===== config.mk =====
export PLATFORM = sky130hd
export DESIGN_NAME = mult_seq_control
export DESIGN_NICKNAME = d
export VERILOG_FILES = /design/src/rtl/mult_pkg.sv /design/src/rtl/iter_counter.sv /design/src/rtl/mult_seq_control.sv
export SDC_FILE = /design/constraint.sdc
export NUM_CORES = 1
export LEC_CHECK = 0
export CAP_MARGIN = 0
export CORE_AREA = 2 2 39 41
export CTS_CLUSTER_SIZE = 16
export DETAILED_ROUTE_END_ITERATION = 10
export DIE_AREA = 0 0 41 43
export PLACE_DENSITY = 0.66
export SETUP_SLACK_MARGIN = 0.15
export SLEW_MARGIN = 0
export SYNTH_ARGS = -nofsm -noshare
export SYNTH_HDL_FRONTEND = slang
export SYNTH_SLANG_ARGS = --single-unit

===== constraint.sdc =====
create_clock -name Clk -period 3.79 [get_ports Clk]
set_input_delay 0.758 -clock Clk [delete_from_list [all_inputs] [get_ports Clk]]
set_output_delay 0.758 -clock Clk [all_outputs]
set_load 0.005 [all_outputs]

===== src/rtl/mult_pkg.sv =====
// mult_pkg: shared types and constants for the add-shift multiplier control.
//   mult_state_t : sequencer state encoding (IDLE, CLEAR, ADD, SHIFT, DONE)
//   MULT_WIDTH   : default operand width / iteration count
package mult_pkg;

    localparam int unsigned MULT_WIDTH = 8;

    typedef enum logic [2:0] {
        S_IDLE,
        S_CLEAR,
        S_ADD,
        S_SHIFT,
        S_DONE
    } mult_state_t;

endpackage


===== src/rtl/iter_counter.sv =====
// iter_counter: iteration index for the add/shift sequence.
// Ports:
//   Clk     in   rising-edge clock
//   Reset_n in   asynchronous active-low reset, forces count to 0
//   clr     in   synchronous clear to 0 (has priority over inc)
//   inc     in   advance by one; saturates at WIDTH-1
//   count   out  current index, 0..WIDTH-1
//   last    out  count == WIDTH-1
module iter_counter
    import mult_pkg::*;
#(
    parameter int unsigned WIDTH = MULT_WIDTH,
    localparam int unsigned CNT_W = $clog2(WIDTH)
) (
    input  logic             Clk,
    input  logic             Reset_n,
    input  logic             clr,
    input  logic             inc,
    output logic [CNT_W-1:0] count,
    output logic             last
);

    assign last = (count == CNT_W'(WIDTH - 1));

    always_ff @(posedge Clk or negedge Reset_n) begin
        if (!Reset_n) begin
            count <= '0;
        end else if (clr) begin
            count <= '0;
        end else if (inc && !last) begin
            // Saturating: the index never wraps past WIDTH-1
            count <= count + CNT_W'(1);
        end
    end

endmodule


===== src/rtl/mult_seq_control.sv =====
// mult_seq_control: sequencing controller for the add-shift multiplier datapath.
// Walks WIDTH add/shift iterations using iter_counter. With SIGNED=1 the final
// iteration subtracts (two's-complement correction for the sign bit of B).
// Ports:
//   Clk, Reset_n   clock and asynchronous active-low reset
//   Run            start request (level); one multiply per press
//   ClearA_LoadB   in IDLE: clear X/A and load B
//   Abort          synchronous cancel while busy
//   M              current multiplier LSB from the register unit
//   Clr_XA, Ld_B   register unit clear / load strobes
//   Add_En, Sub_En load A with A+S / A-S
//   Shift_En       arithmetic-shift X:A:B right
//   Busy, Done     status; Iter is the current iteration index
module mult_seq_control
    import mult_pkg::*;
#(
    parameter int unsigned WIDTH = MULT_WIDTH,
    parameter bit          SIGNED = 1'b1,
    localparam int unsigned CNT_W = $clog2(WIDTH)
) (
    input  logic             Clk,
    input  logic             Reset_n,
    input  logic             Run,
    input  logic             ClearA_LoadB,
    input  logic             Abort,
    input  logic             M,
    output logic             Clr_XA,
    output logic             Ld_B,
    output logic             Add_En,
    output logic             Sub_En,
    output logic             Shift_En,
    output logic             Busy,
    output logic             Done,
    output logic [CNT_W-1:0] Iter
);

    mult_state_t state_q, state_d;
    logic        cnt_clr, cnt_inc, last;

    iter_counter #(
        .WIDTH (WIDTH)
    ) u_iter_counter (
        .Clk     (Clk),
        .Reset_n (Reset_n),
        .clr     (cnt_clr),
        .inc     (cnt_inc),
        .count   (Iter),
        .last    (last)
    );

    always_ff @(posedge Clk or negedge Reset_n) begin
        if (!Reset_n) begin
            state_q <= S_IDLE;
        end else begin
            state_q <= state_d;
        end
    end

    always_comb begin
        state_d  = state_q;
        cnt_clr  = 1'b0;
        cnt_inc  = 1'b0;
        Clr_XA   = 1'b0;
        Ld_B     = 1'b0;
        Add_En   = 1'b0;
        Sub_En   = 1'b0;
        Shift_En = 1'b0;
        Busy     = 1'b0;
        Done     = 1'b0;

        case (state_q)
            S_IDLE: begin
                // Load strobes pass through even when Run starts a sequence
                Clr_XA = ClearA_LoadB;
                Ld_B   = ClearA_LoadB;
                if (Run) begin
                    state_d = S_CLEAR;
                    cnt_clr = 1'b1;
                end
            end
            S_CLEAR: begin
                Clr_XA  = 1'b1;
                Busy    = 1'b1;
                state_d = Abort ? S_IDLE : S_ADD;
            end
            S_ADD: begin
                Busy = 1'b1;
                // Sign-bit weight is negative: subtract on the last iteration
                Add_En  = M & ~(SIGNED & last);
                Sub_En  = M & SIGNED & last;
                state_d = Abort ? S_IDLE : S_SHIFT;
            end
            S_SHIFT: begin
                Busy     = 1'b1;
                Shift_En = 1'b1;
                if (Abort) begin
                    state_d = S_IDLE;
                end else if (last) begin
                    state_d = S_DONE;
                end else begin
                    cnt_inc = 1'b1;
                    state_d = S_ADD;
                end
            end
            S_DONE: begin
                Done = 1'b1;
                // Hold until Run is released so a held button multiplies once
                if (!Run) begin
                    state_d = S_IDLE;
                end
            end
            default: begin
                state_d = S_IDLE;
            end
        endcase
    end

endmodule


# After elaboration in Yosys (flattened, before gate mapping)
# Cells that the tools add are included.
# classes
addsub	1
bitwise_logic	3
eq_ne	7
reduce_logical	6
mux	21
# ops
cell	n
$mux 3	6
$pmux 3 s5	1
$mux 1	11
$eq 3x2->1 const B	2
$eq 3x3->1 const B	2
$mux 2	2
$ne 2x2->1 const B	2
$add 3x1->3 const B	1
$eq 3x1->1 const B	1
$logic_not 3->1	1
$reduce_or 3->1	1
$and 1x1->1	2
$pmux 1 s2	1
$reduce_and 2->1	1
$reduce_bool 2->1	1
$logic_and 1x1->1	1
$logic_not 1->1	1
$not 1->1	1
# totals
elab_cells	40
in_bits	6
output_inout_bits	10
reg_bits	6

# Longest topological paths before layout
# depth
word_depth	7
ltp_mapped	4
depth_no_buf	4

# By module
# Synthesis repeated with hierarchy kept, for this count alone.
# hier_totals
cells_unflattened	40
hier_area_um2	399.1
# modules_own_cells
mod	instances	cells_each	area_each_um2
mult_seq_control	1	25	215.2
iter_counter	1	15	183.9

# Least setup slack after synthesis
# Ideal clock, no wire load.
# synth_path
path_kind	input port to output port
from	in ClearA_LoadB
to	out Ld_B
slack_ns	2.008
arrival_ns	1.024
stages	1
path_cell_list	nor4b_1
# synth_between
elab_chain_len	1
# synth_lines
item	line	text
from (decl)	mult_seq_control.sv:24	input logic ClearA_LoadB,
$mux 1	mult_seq_control.sv:71	case (state_q)
to (decl)	mult_seq_control.sv:28	output logic Ld_B,
# No other way between the ends.

# Worst setup path in the final report
# Same ends and word-level chain as after synthesis.

==> results.ini <==
[route]
routed_wire_length_per_instance_um = 10.3
ant_nets = 0
wl_um = 739
vias = 333
avgViaCountPerCell = 4.63
count_of_unresolved_drc_violations_after_routing = 0
dr.first_iter.drc_count = 2
dr.pass1.iters = 4

[floorplan]
floorplan.initialDensity_pct = 27.3
floorplan.io_pins = 16
die_w_um = 41
fp-row-count = 14
dieHeight_um = 43
core_area_um2 = 1380
die-area_um2 = 1760

[cts]
worst_setup_hold_path_clk_slew_ps = 40
source_to_sink_clock_delay_at_the_later_pin_of_the_worst_skew_pair_ps = 240
postCtsSetupBuffers = 0
post_cts_resize_count = 0
cts.root.buffer_cell = sky130_fd_sc_hd__clkbuf_4
ctsLongestPathBuffers = 2
cts-htree-levels = 1
cts_inserted_buffers = 3
clock_sink_count = 6
cts_tree = yes
post_cts_hold_buffer_count = 0

[synth]
postSynthNetCount = 48
mappedNetlistArea_um2 = 378
synth.distinct_cells = 17
ys_seq_elements = 6
postSynthAreaPerCell_um2 = 9.45
yosysWarnings = 0
synth-seq-area-share_pct = 39.7
synth_cells = 40

[setup_path]
regToRegEndpoint = u_iter_counter.count[0]
ff2ff_setup_slack_ps = 2230
setup.worst_path.end_class = output pin
startpoint = ClearA_LoadB
worst_ep_required_time_ps = 3030
cp-endpoint = Ld_B
worst_setup_path_start_kind = input port
worst_path_arrival_time_ps = 2010
crit_path_max_fanout = 2
timing.rr.start = u_iter_counter.count[0]
number_of_cell_instances_on_the_worst_register_to_register_path = 4
worstSetupPathType = input port to output pin

[power_and_ir_drop]
powerDensity_nw_per_um2 = 332
fraction_of_power_consumed_by_combinational_cells_pct = 26.2
ir_drop_mv = 0.192
switching_power_total_uw = 48.3
power.clock.fraction_pct = 31.0
static-leakage-power_uw = 0.000236
seqPwrFrac_pct = 42.8
power.internal_uw = 136
switching_share_pct = 26.2

[status]
run_status = completed

[placement]
dp_hpwl_um = 581
dpl-instance-area_um2 = 533
place.detailed.instances = 69
port_buffers = 15
global_placer_s_final_weighted_congestion = 0.665

[timing]
finClkSkew_ps = 3.94
finalMaxSlewViolations = 0
rsz0062_at_grt = no
report.final.hold_viol_count = 0
upper_clock_frequency_limit_mhz = 362
relSlewSlack_pct = 74.1
fin_crit_ps = 2770
report.final.setup_viol = 0
tightest_slew_ps = 388
final.period_utilization_pct = 73.0
hold_ws_ps = 516
setup_total_negative_slack_ps = 0

[final_layout]
numnets_final = 66
layout.cell_area.non_filler_um2 = 556
fin_cells = 72
final_core_util_pct = 40.1
ratio_of_cells_with_drive_above_1_in_the_final_layout_pct = 8.93
synthToLayoutAreaGrowth_pct = 47.0
layout.cells.most_common_list = sky130_fd_sc_hd__clkdlybuf4s50_1, sky130_fd_sc_hd__nor2_1, sky130_fd_sc_hd__dfrtp_1
layout_commonest_cell = sky130_fd_sc_hd__clkdlybuf4s50_1
final_antenna_diode_count = 0

[hold_path]
min_delay_worst_type = flop to flop

[global_route]
first_global_vias = 287
grt_first_pass_wirelength_mm = 1.08
grt_max_degree = 13
grt_usage_pct = 9.52
grt_overflow_total = 0
antenna_found_initial = 0

[job]
max_cap_viol_count = 0

==> logic make-up (layout without fill, tap and decap cells) <==
kind of cell	after synthesis	in the layout	share of synthesized area, %
AND/OR/NAND/NOR	21	21	32.5
flip-flops	6	6	39.7
adder cells (fa/ha/maj)	2	2	6.62
AO/OA/AOI/OAI	1	1	2.65
buffers and inverters	6	22	7.94
multiplexers	4	4	10.6
==> critical path, stage by stage <==
cell and delay, ps:
sky130_fd_sc_hd__clkdlybuf4s50_1 470, sky130_fd_sc_hd__nor4b_1 230, sky130_fd_sc_hd__clkdlybuf4s50_1 550
==> stage by stage <==
step	total power, uW	setup WS, ps
2_1_floorplan	102	2010
3_3_place_gp	128	1050
3_5_place_dp	129	1020
4_1_cts	190	1020
5_1_grt	197	902
6_report	185	1020
==> synth_stat cells <==
cell type	number	area share [%]
sky130_fd_sc_hd__nor2_1	8	7.9
sky130_fd_sc_hd__dfrtp_1	6	40
sky130_fd_sc_hd__inv_1	4	4.0
sky130_fd_sc_hd__mux2i_1	4	11
sky130_fd_sc_hd__nand2_1	4	4.0
sky130_fd_sc_hd__ha_1	2	6.6
sky130_fd_sc_hd__nor3_1	2	2.6
sky130_fd_sc_hd__a32o_1	1	2.6
sky130_fd_sc_hd__and2_1	1	1.7
sky130_fd_sc_hd__and3_1	1	1.7
sky130_fd_sc_hd__buf_6	1	3.0
sky130_fd_sc_hd__clkbuf_1	1	0.99
sky130_fd_sc_hd__nand3_1	1	1.3
sky130_fd_sc_hd__nor4_1	1	1.7
sky130_fd_sc_hd__nor4_4	1	5.6
sky130_fd_sc_hd__nor4b_1	1	2.3
sky130_fd_sc_hd__or4b_4	1	3.6
==> state kept, by name, summed over array words and instances, names as in the netlist <==
name and count:
u_iter_counter.count 3, state_q 3
==> area by class of cell <==
type	count	area, um2
multi-input combinational	28	198
inverter	4	15.0
clock buffer	3	22.5
fill	143	828
tap	16	20.0
sequential	6	150
timing repair buffer	15	150
==> power groups by stage <==
stage | combinational [uW] | clock [uW] | sequential (uW)
final | 48.4 | 57.3 | 78.9
after global routing | 55.2 | 61.4 | 80.0
after CTS | 49.5 | 61.1 | 79.1
after detailed placement | 49.2 | 0 | 80.0
after global placement | 48.2 | 0 | 79.7
after floorplan | 25.0 | 0 | 76.6
==> worst min path at each step <==
| stage | startpoint | end | slack, ps | cells after the start |
|---|---|---|---|---|
| after detailed placement | u_iter_counter.count[0] | u_iter_counter.count[0] | 520 | 1 |
| after global placement | u_iter_counter.count[0] | u_iter_counter.count[0] | 510 | 1 |
| after floorplan | Reset_n | state_q[0] | 460 | 0 |
| final | u_iter_counter.count[0] | u_iter_counter.count[0] | 520 | 1 |
| after CTS | u_iter_counter.count[0] | u_iter_counter.count[0] | 520 | 1 |
| after global routing | u_iter_counter.count[0] | u_iter_counter.count[0] | 550 | 1 |
==> metal layers <==
metal  vias to the layer above  global-route usage, %  wire length [um]
li1                        168                      -                 -
met1                       150                   11.9               337
met2                        13                   12.5               339
met3                         2                   1.57                45
met4                         0                   10.0                18
met5                         -                      0                 0
(Power assumes the default switching activity.)
